`src/rtl/result_serializer_6x32_pkg.sv`:
```
// Shared vector geometry for the adder-tree bank and the result serializer.
//
// Contents:
//   LANES, WORD_W  : six 32-bit float lanes per result vector
//   VEC_W          : full result vector width (192)
//   LANE_W, lane_t : lane index width and type
//   LAST_LANE      : index of the final lane in a vector
//   lane_word()    : picks one 32-bit lane out of a result vector
package result_serializer_6x32_pkg;

   localparam int LANES  = 6;
   localparam int WORD_W = 32;
   localparam int VEC_W  = LANES * WORD_W;
   localparam int LANE_W = $clog2(LANES);

   typedef logic [LANE_W-1:0] lane_t;

   localparam lane_t LAST_LANE = lane_t'(LANES - 1);

   // A mux written as a loop over constant slices, so the selected lane
   // never needs a variable part-select multiply.
   function automatic logic [WORD_W-1:0] lane_word(input logic [VEC_W-1:0] vec,
                                                   input lane_t           lane);
      lane_word = '0;
      for (int k = 0; k < LANES; k++) begin
         if (lane == lane_t'(k)) begin
            lane_word = vec[k*WORD_W +: WORD_W];
         end
      end
   endfunction

endpackage

```
`src/rtl/result_serializer_6x32_fifo.sv`:
```
// Wide synchronous FIFO used as the result-vector buffer.
//
// The caller is responsible for never pushing into a full FIFO unless it
// pops in the same cycle, and never popping an empty one. clear flushes
// the pointers and occupancy and overrides push/pop in the same cycle.
// DEPTH must be a power of two so the pointers wrap naturally.
//
// Ports:
//   clk, rstn : clock, asynchronous active-low reset
//   clear     : synchronous flush
//   push      : write wdata at the tail
//   pop       : retire the head entry
//   wdata     : entry to write
//   rdata     : current head entry (combinational read)
//   count     : occupancy, 0..DEPTH
//   full      : count == DEPTH
//   empty     : count == 0
module sync_fifo_wide #(
   parameter int WIDTH = 192,
   parameter int DEPTH = 16
) (
   input  logic                     clk,
   input  logic                     rstn,
   input  logic                     clear,
   input  logic                     push,
   input  logic                     pop,
   input  logic [WIDTH-1:0]         wdata,
   output logic [WIDTH-1:0]         rdata,
   output logic [$clog2(DEPTH):0]   count,
   output logic                     full,
   output logic                     empty
);

   localparam int AW = $clog2(DEPTH);
   localparam int CW = AW + 1;

   logic [WIDTH-1:0] mem [DEPTH];
   logic [AW-1:0]    wptr;
   logic [AW-1:0]    rptr;

   // Pointer and occupancy bookkeeping. A simultaneous push and pop leaves
   // the occupancy unchanged, which is what lets a full FIFO accept a new
   // entry on the same cycle it retires the head.
   always_ff @(posedge clk or negedge rstn) begin
      if (!rstn) begin
         wptr  <= '0;
         rptr  <= '0;
         count <= '0;
      end else if (clear) begin
         wptr  <= '0;
         rptr  <= '0;
         count <= '0;
      end else begin
         if (push) begin
            wptr <= wptr + AW'(1);
         end
         if (pop) begin
            rptr <= rptr + AW'(1);
         end
         case ({push, pop})
            2'b10:   count <= count + CW'(1);
            2'b01:   count <= count - CW'(1);
            default: count <= count;
         endcase
      end
   end

   // Storage has no reset; nothing reads an entry before it is written.
   always_ff @(posedge clk) begin
      if (push && !clear) begin
         mem[wptr] <= wdata;
      end
   end

   assign rdata = mem[rptr];
   assign full  = (count == CW'(DEPTH));
   assign empty = (count == CW'(0));

endmodule

```
`src/rtl/result_serializer_6x32.sv`:
```
// Result serializer behind the 6x6 adder-tree bank.
//
// Buffers each 192-bit result vector in a wide FIFO and streams it out as
// six 32-bit AXI-Stream beats, lane 0 first. tlast marks the final beat of
// every FRAME_LEN-th vector. The tree cannot stall, so in_ready is only an
// early almost-full hint; a push that finds the FIFO full (and no pop) is
// dropped and latches the sticky overflow flag.
//
// Ports:
//   clk, rstn        : clock, asynchronous active-low reset
//   clear            : synchronous flush of FIFO, counters and flags
//   in_valid/in_data : one-cycle result pulse and its 192-bit vector
//   in_ready         : high while occupancy is below DEPTH-AFULL_MARGIN
//   m_axis_*         : 32-bit AXI-Stream master toward the DMA
//   count            : FIFO occupancy
//   overflow         : sticky dropped-push flag
module result_serializer_6x32
   import result_serializer_6x32_pkg::*;
#(
   parameter int DEPTH        = 16,
   parameter int AFULL_MARGIN = 4,
   parameter int FRAME_LEN    = 64
) (
   input  logic                   clk,
   input  logic                   rstn,
   input  logic                   clear,
   input  logic                   in_valid,
   input  logic [VEC_W-1:0]       in_data,
   output logic                   in_ready,
   output logic [WORD_W-1:0]      m_axis_tdata,
   output logic                   m_axis_tvalid,
   input  logic                   m_axis_tready,
   output logic                   m_axis_tlast,
   output logic [$clog2(DEPTH):0] count,
   output logic                   overflow
);

   localparam int CW = $clog2(DEPTH) + 1;
   localparam int FW = (FRAME_LEN > 1) ? $clog2(FRAME_LEN) : 1;

   lane_t            lane;
   logic [FW-1:0]    frame_cnt;
   logic [VEC_W-1:0] head;
   logic             full;
   logic             empty;
   logic             fire;
   logic             pop;
   logic             push;
   logic             frame_end;

   // The head entry retires on the beat that carries its last lane. clear
   // overrides both directions so a flushed cycle moves nothing.
   assign m_axis_tvalid = !empty;
   assign fire          = m_axis_tvalid && m_axis_tready;
   assign pop           = fire && (lane == LAST_LANE) && !clear;
   assign push          = in_valid && !clear && (!full || pop);

   // Data and tlast are forced low while nothing is queued so the stream
   // is quiet out of reset and after a flush.
   assign frame_end     = (frame_cnt == FW'(FRAME_LEN - 1));
   assign m_axis_tdata  = m_axis_tvalid ? lane_word(head, lane) : '0;
   assign m_axis_tlast  = m_axis_tvalid && (lane == LAST_LANE) && frame_end;
   assign in_ready      = (count < CW'(DEPTH - AFULL_MARGIN));

   sync_fifo_wide #(
      .WIDTH (VEC_W),
      .DEPTH (DEPTH)
   ) u_fifo (
      .clk   (clk),
      .rstn  (rstn),
      .clear (clear),
      .push  (push),
      .pop   (pop),
      .wdata (in_data),
      .rdata (head),
      .count (count),
      .full  (full),
      .empty (empty)
   );

   // Lane and frame position of the head entry. The lane only moves on an
   // accepted beat, which keeps tdata/tlast stable under backpressure; the
   // frame counter moves once per retired vector and wraps after the
   // vector that carried tlast.
   always_ff @(posedge clk or negedge rstn) begin
      if (!rstn) begin
         lane      <= '0;
         frame_cnt <= '0;
      end else if (clear) begin
         lane      <= '0;
         frame_cnt <= '0;
      end else if (fire) begin
         if (lane == LAST_LANE) begin
            lane      <= '0;
            frame_cnt <= frame_end ? '0 : frame_cnt + FW'(1);
         end else begin
            lane <= lane + lane_t'(1);
         end
      end
   end

   // Sticky drop flag: a result arriving while the buffer is full and the
   // head is not retiring this cycle is lost.
   always_ff @(posedge clk or negedge rstn) begin
      if (!rstn) begin
         overflow <= 1'b0;
      end else if (clear) begin
         overflow <= 1'b0;
      end else if (in_valid && !push) begin
         overflow <= 1'b1;
      end
   end

endmodule

```
`config.mk`:
```
export PLATFORM = sky130hd
export DESIGN_NAME = result_serializer_6x32
export DESIGN_NICKNAME = d
export VERILOG_FILES = /design/src/rtl/result_serializer_6x32_pkg.sv /design/src/rtl/result_serializer_6x32_fifo.sv /design/src/rtl/result_serializer_6x32.sv
export SDC_FILE = /design/constraint.sdc
export NUM_CORES = 2
export LEC_CHECK = 0
export BUFFER_PORTS_ARGS = -buffer_cell sky130_fd_sc_hd__buf_2
export CORE_MARGIN = 3
export CORE_UTILIZATION = 30
export DETAILED_ROUTE_END_ITERATION = 10
export PLACE_DENSITY = 0.54
export RECOVER_POWER = 25
export SYNTH_ARGS = -nofsm -noshare
export SYNTH_HDL_FRONTEND = slang
export SYNTH_SLANG_ARGS = --single-unit
export TNS_END_PERCENT = 50
```
`constraint.sdc`:
```
create_clock -name clk -period 48 [get_ports clk]
set_input_delay 0 -clock clk [delete_from_list [all_inputs] [get_ports clk]]
set_output_delay 0 -clock clk [all_outputs]
set_load 0.02 [all_outputs]
```
Yosys cells after proc, flatten, opt, wreduce, memory -nomap -nowiden
Memory sizes are Yosys's and may differ from the RTL's.
Cells that the tools add are included.

storage, ports and cells
  bits in read-only memories = 0
  bits in writable memories = 3072
  input port bits = 197
  logic and storage cells = 70
  bits in latches = 0
  output and inout port bits = 41
  register bits after elaboration = 23
  memories kept = 1

memories
  name        depth  width  rd ports  clocked after memory_dff  wr ports  RTL line                           RTL
  u_fifo.mem  16     192    1         0                         1         result_serializer_6x32_fifo.sv:37  logic [WIDTH-1:0] mem [DEPTH];

operators by class
  shift-type cells = 0
  bitwise operators = 0
  equal/unequal tests = 9
  reduce and logical (&&, ||, !) cells = 23
  muxes and demuxes = 24
  add/sub/neg operators = 6
  $lt $le $gt $ge = 1
  div/mod/pow operators = 0
  $mul = 0

operators with widths
  kind                                                         count
  2-to-1 mux 32 bit                                            7
  2-to-1 mux 6 bit                                             4
  2-to-1 mux 4 bit                                             4
  case mux 5 bit (2 select lines)                              1
  nonzero test 2 bit                                           5
  logical AND 1 bit                                            9
  2-to-1 mux 3 bit                                             3
  adder 4 x 1 -> 4 bit (second input constant)                 2
  adder 6 x 1 -> 6 bit (second input constant)                 1
  equality test 3 x 2 -> 1 bit (second input constant)         2
  equality test 3 bit (second input constant)                  2
  equality test 6 bit (second input constant)                  1
  adder 5 x 1 -> 5 bit (second input constant)                 1
  equality test 5 bit (second input constant)                  1
  zero test 5 bit                                              1
  less-than comparator 5 x 4 -> 1 bit (second input constant)  1
  2-to-1 mux 5 bit                                             1
  subtractor 5 x 1 -> 5 bit (second input constant)            1
  zero test 1 bit                                              4
  2-to-1 mux 1 bit                                             4
  adder 3 x 1 -> 3 bit (second input constant)                 1
  equality test 3 x 1 -> 1 bit (second input constant)         1
  zero test 3 bit                                              1
  nonzero test 3 bit                                           1
  other kinds (4)                                              4

Logic depth before layout (Yosys ltp)
  word-level depth = 11
  depth in mapped cells = 13
  depth with buffers taken out = 10

Modules after synthesis
From an unflattened synthesis, not the netlist that was laid out.

second synthesis, totals
  cell total of the unflattened synthesis = 5192
  area total of the unflattened synthesis = 118638.8 um2

modules (own cells, without submodules)
  module                  seq. area each (um2)  area each (um2)  cells each  instances
  sync_fifo_wide          92573.8               115928.7         4865        1
  result_serializer_6x32  250.2                 2710.1           327         1

Worst setup path before layout
Ideal clock, no wire load.

  path type = reg2reg
  start point = register lane[1]
  end point = memory u_fifo.mem[0][0], enable pin
  period minus slack after synthesis = 20.934 ns
  library setup time = 1.214 ns
  arrival time = 19.720 ns
  slack = 27.066 ns
  required time = 46.786 ns
  stages on the path, launching flop included = 9
  cells stage by stage = dfrtp_1 buf_2 and3b_1 buf_2 o211a_1 buf_2 o21ai_0 or2_2 nor4_1

on the way
  longest elaborated chain between the ends = 8

ends and longest elaborated chain
  item                                    RTL line                           RTL
  from (decl)                             result_serializer_6x32.sv:41       lane_t lane;
  from (signal assigned)                  result_serializer_6x32.sv:97       lane <= lane + lane_t'(1);
  equality test 3 bit                     result_serializer_6x32.sv:55       assign pop = fire && (lane == LAST_LANE) && !clear;
  logical AND 1 bit (2 in series)         result_serializer_6x32.sv:55
  logical OR 1 bit                        result_serializer_6x32.sv:56       assign push = in_valid && !clear && (!full || pop);
  logical AND 1 bit                       result_serializer_6x32.sv:56
  logical AND 1 bit                       result_serializer_6x32_fifo.sv:70  if (push && !clear) begin
  2-to-1 mux 1 bit                        result_serializer_6x32_fifo.sv:70
  2-to-1 mux 1 bit (not written as such)  result_serializer_6x32_fifo.sv:71  mem[wptr] <= wdata;
  to (decl)                               result_serializer_6x32_fifo.sv:37

Every way passes these cells.

Worst setup path after layout
  start point = register u_fifo.rptr[0]
  end point = output m_axis_tdata[25]

on the way
  longest elaborated chain between the ends = 8

ends and longest elaborated chain
  item                             RTL line                           RTL
  from (decl)                      result_serializer_6x32_fifo.sv:39  logic [AW-1:0] rptr;
  from (signal assigned)           result_serializer_6x32_fifo.sv:58  rptr <= rptr + AW'(1);
  memory read (16 x 192 bit) *     --
  2-to-1 mux 32 bit (5 in series)  result_serializer_6x32_pkg.sv:26   if (lane == lane_t'(k)) begin
  2-to-1 mux 32 bit *              result_serializer_6x32_pkg.sv:26
  2-to-1 mux 32 bit *              result_serializer_6x32.sv:61       assign m_axis_tdata = m_axis_tvalid ? lane_word(head, lane) : '0;
  to (decl)                        result_serializer_6x32.sv:30       output logic [WORD_W-1:0] m_axis_tdata,

Every way passes the cells marked *; elsewhere a longest branch is shown, timed or not.

==> out/metrics.yaml <==
antenna_found_initial: 102
yosysTopAreaCell: "edfxtp_1"
path_cells: "buf_4 > buf_12 > buf_4 > buf_4 > buf_4 > mux4_2 > a22o_1 > a31oi_1 > a31oi_1 > buf_4 > o31a_1 > buf_2"
worstPathMaxFanout: 110
grt_first_pass_wirelength_um: 475000
hpwl_um: 183600
finalHoldViolations: 0
netlist.area_leader.share_pct: 77.52
required_ps: 48000
n_fill_cell: 36430
yosysSeqAreaShare_pct: 78.00
core_sq_mm: 0.3937
synth_cell_types: 58
drc_errors: 0
dieArea_sq_mm: 0.4043
setup_viol: 0
fin_area_sq_mm: 0.1388
cts_buffers: 326
avgSynthCellArea_sq_um: 21.41
clock_latency_ps: 910
syn-cell-area_sq_mm: 0.1190
hold_buffers: 220
detail_route.first_pass.iterations: 5
post_cts_buffers: 0
dr_wl_met2_um: 168600
finalMaxSlewViolations: 0
pin_count: 238
grt_pass1_vias: 61420
critPathArrivalTime_ps: 8050
port-buffer-count: 237
ant_nets: 0
synth_edf_count: 3072
yosys-top-cells-area: "edfxtp_1, mux4_2, mux2i_1, a22oi_1, dfrtp_1"
fmax_mhz: 124.2
routed.top_layer: "met5"
die_w_um: 635.8
area_growth_pct: 16.67
start_util_pct: 30.23
crit_top_cell: "buf_4"
total_leakage_power_nw: 41.76
ys_ff_latch: 3095
m1WireLength_um: 141300
ys.flop_type: "edfxtp_1"
clk_path_buf_depth: 4
powerDensity_mw_per_mm2: 40.87
ys_async_sr_fraction_pct: 0.7431
gp_congestion: 0.7415
finalCriticalPeriod_ps: 8054
setup_tns_ps: 0
dr_wl_met3_um: 19460
skew_ps: 65.16
post_drt_wl_per_cell_um: 28.95
startpoint_type: "register"
vias: 59810
p_total_w: 0.005674
slew_headroom_pct: 14.94
slowest_delay_ps: 920
die_y_um: 635.8
cts_sinks: 3095
gr-usage-all-layers_pct: 16.26
grt_max_degree: 133
synth_fp_nets: 5765
yosysWarnings: 0
clk_pin_slew_ps: 60
clockRootBuffer: "clkbuf_16"
rrSetupSlack_ps: 41970
placed_area_sq_mm: 0.1264
cts_tree: "yes"
worstSetupPathType: "register to output port"
maxCapViolCount: 0
cts_resized: 0
layout.nets: 6371
wl_um: 337500
endpoint_kind: "output port"
peakVddDrop_v: 0.00003257
viasPerCell: 5.130
grt_remaining_overflow: 0
post-place-ws_ps: 40420
hold_path_class: "input pin to register"
tightest_slew_ps: 1270
rsz0062_at_grt: "false"
drive_above_1_share_pct: 20.21
syn_inst: 5557
setup_slack_ps: 39950
crit_path_top_delay_cell: "dfrtp_4"
core.rowCount: 230
outcome: "finished clean"
htree_levels: 5
first_iter_violations: 5797
fin_crit_sh_pct: 16.78
-- state kept, by name, indices dropped and copies added (netlist names) --
signal	flops
lane	3
u_fifo.wptr	4
overflow	1
u_fifo.rptr	4
frame_cnt	6
u_fifo.count	5
u_fifo.mem	3072
-- synth_stat cells, types with 10 or more instances --
cell      count
edfxtp_1   3072
mux2i_1     606
mux4_2      524
a22oi_1     152
clkbuf_1    133
nand3_1     113
a21oi_1      87
nand2_1      87
buf_2        84
o22ai_1      63
a211oi_1     56
buf_4        56
a31oi_1      47
a22o_1       46
and2_1       43
a221oi_1     39
o31a_1       39
nor2_1       32
o211ai_1     32
buf_6        30
and3_1       27
or3_1        27
dfrtp_1      23
nor3_1       18
o221ai_1     17
inv_1        14
buf_1        13
ha_1         10
o21ai_0      10
-- through the flow --
stage,util [%],std cells,hold WS (ps)
global placement,32.10,10840,50.08
detailed placement,32.10,10840,60.40
finish,35.27,11660,108.9
CTS,35.28,11630,1.033
floorplan,-,5557,-295.6
global route,35.25,11640,103.1
-- area by class of cell --
cell class,instances,area (sq um),area share (%)
Clock inverter,189,1837,1.323
Sequential cell,3095,92840,66.87
Inverter,15,63.81,0.04596
Tap cell,5220,6531,4.704
Clock buffer,388,8463,6.096
Timing Repair Buffer,599,4496,3.238
Multi-Input combinational cell,2126,24540,17.67
Antenna cell,27,67.56,0.04867
-- layer usage --
layer | up-vias | track usage (%)
met4 | 32 | 3.715
met2 | 1998 | 27.90
met3 | 525 | 2.595
li1 | 24670 | -
met1 | 32580 | 21.61
met5 | - | 0
-- placed cells by master, fill, tap and decap left out, types with 15 or more instances in the layout --
master	Yosys	layout
clkbuf_1	133	162
or3_1	27	27
o31a_1	39	39
nor2_1	32	22
clkbuf_16	0	328
a22o_1	46	46
dlygate4sd3_1	0	219
mux4_2	524	524
clkinv_1	0	76
a21oi_1	87	87
a22oi_1	152	152
nor3_1	18	15
a31oi_1	47	43
edfxtp_1	3072	3072
bufinv_16	0	25
o211ai_1	32	32
clkinv_2	0	51
mux2i_1	606	606
o221ai_1	17	17
dfrtp_1	23	20
and3_1	27	27
nand2_1	87	87
buf_2	84	132
o22ai_1	63	63
and2_1	43	32
nand3_1	113	111
buf_4	56	129
a221oi_1	39	39
diode_2	0	27
a211oi_1	56	56
-- worst max-delay path, delay by kind of cell, from the launching register on --
family / cells / cell delay (ps)
mux: 1 / 590
compound gates: 4 / 1150
flops: 1 / 920
buf+inv: 7 / 4280
-- power by group --
group	leakage, nW	internal, W	switching, W	total (W)
Sequential	28.0	0.00299	0.00000554	0.00300
Combinational	8.75	0.0000598	0.000170	0.000229
Clock	5.03	0.00140	0.00105	0.00245
-- path summary, 6_finish.rpt --
path                       cells after the start            endpoint      startpoint
setup / recovery                              12    m_axis_tdata[25]  u_fifo.rptr[0]
hold / removal                                 2   u_fifo.mem[6][25]     in_data[25]
min in group asynchronous                      4      u_fifo.wptr[1]            rstn
hold reg to reg                                2        frame_cnt[1]    frame_cnt[1]
setup reg to reg                               8  u_fifo.mem[12][86]         lane[2]
max in group asynchronous                      4      u_fifo.rptr[0]            rstn
-- cells by family (layout without fill, tap and decap cells) --
kind of cell | count (synthesis) | count (layout) | synth area share (%)
xor gates and xnor gates | 9 | 9 | 0.06624
other | 0 | 27 | 0
DFF | 3095 | 3095 | 78.00
adders and majority gates | 11 | 11 | 0.1220
muxes | 1134 | 1134 | 15.05
and+or+nand+nor | 376 | 376 | 1.612
AOI/OAI and AO/OA | 596 | 596 | 3.596
buffers and inverters | 336 | 1191 | 1.547
Power figures use the tool's default switching activity.
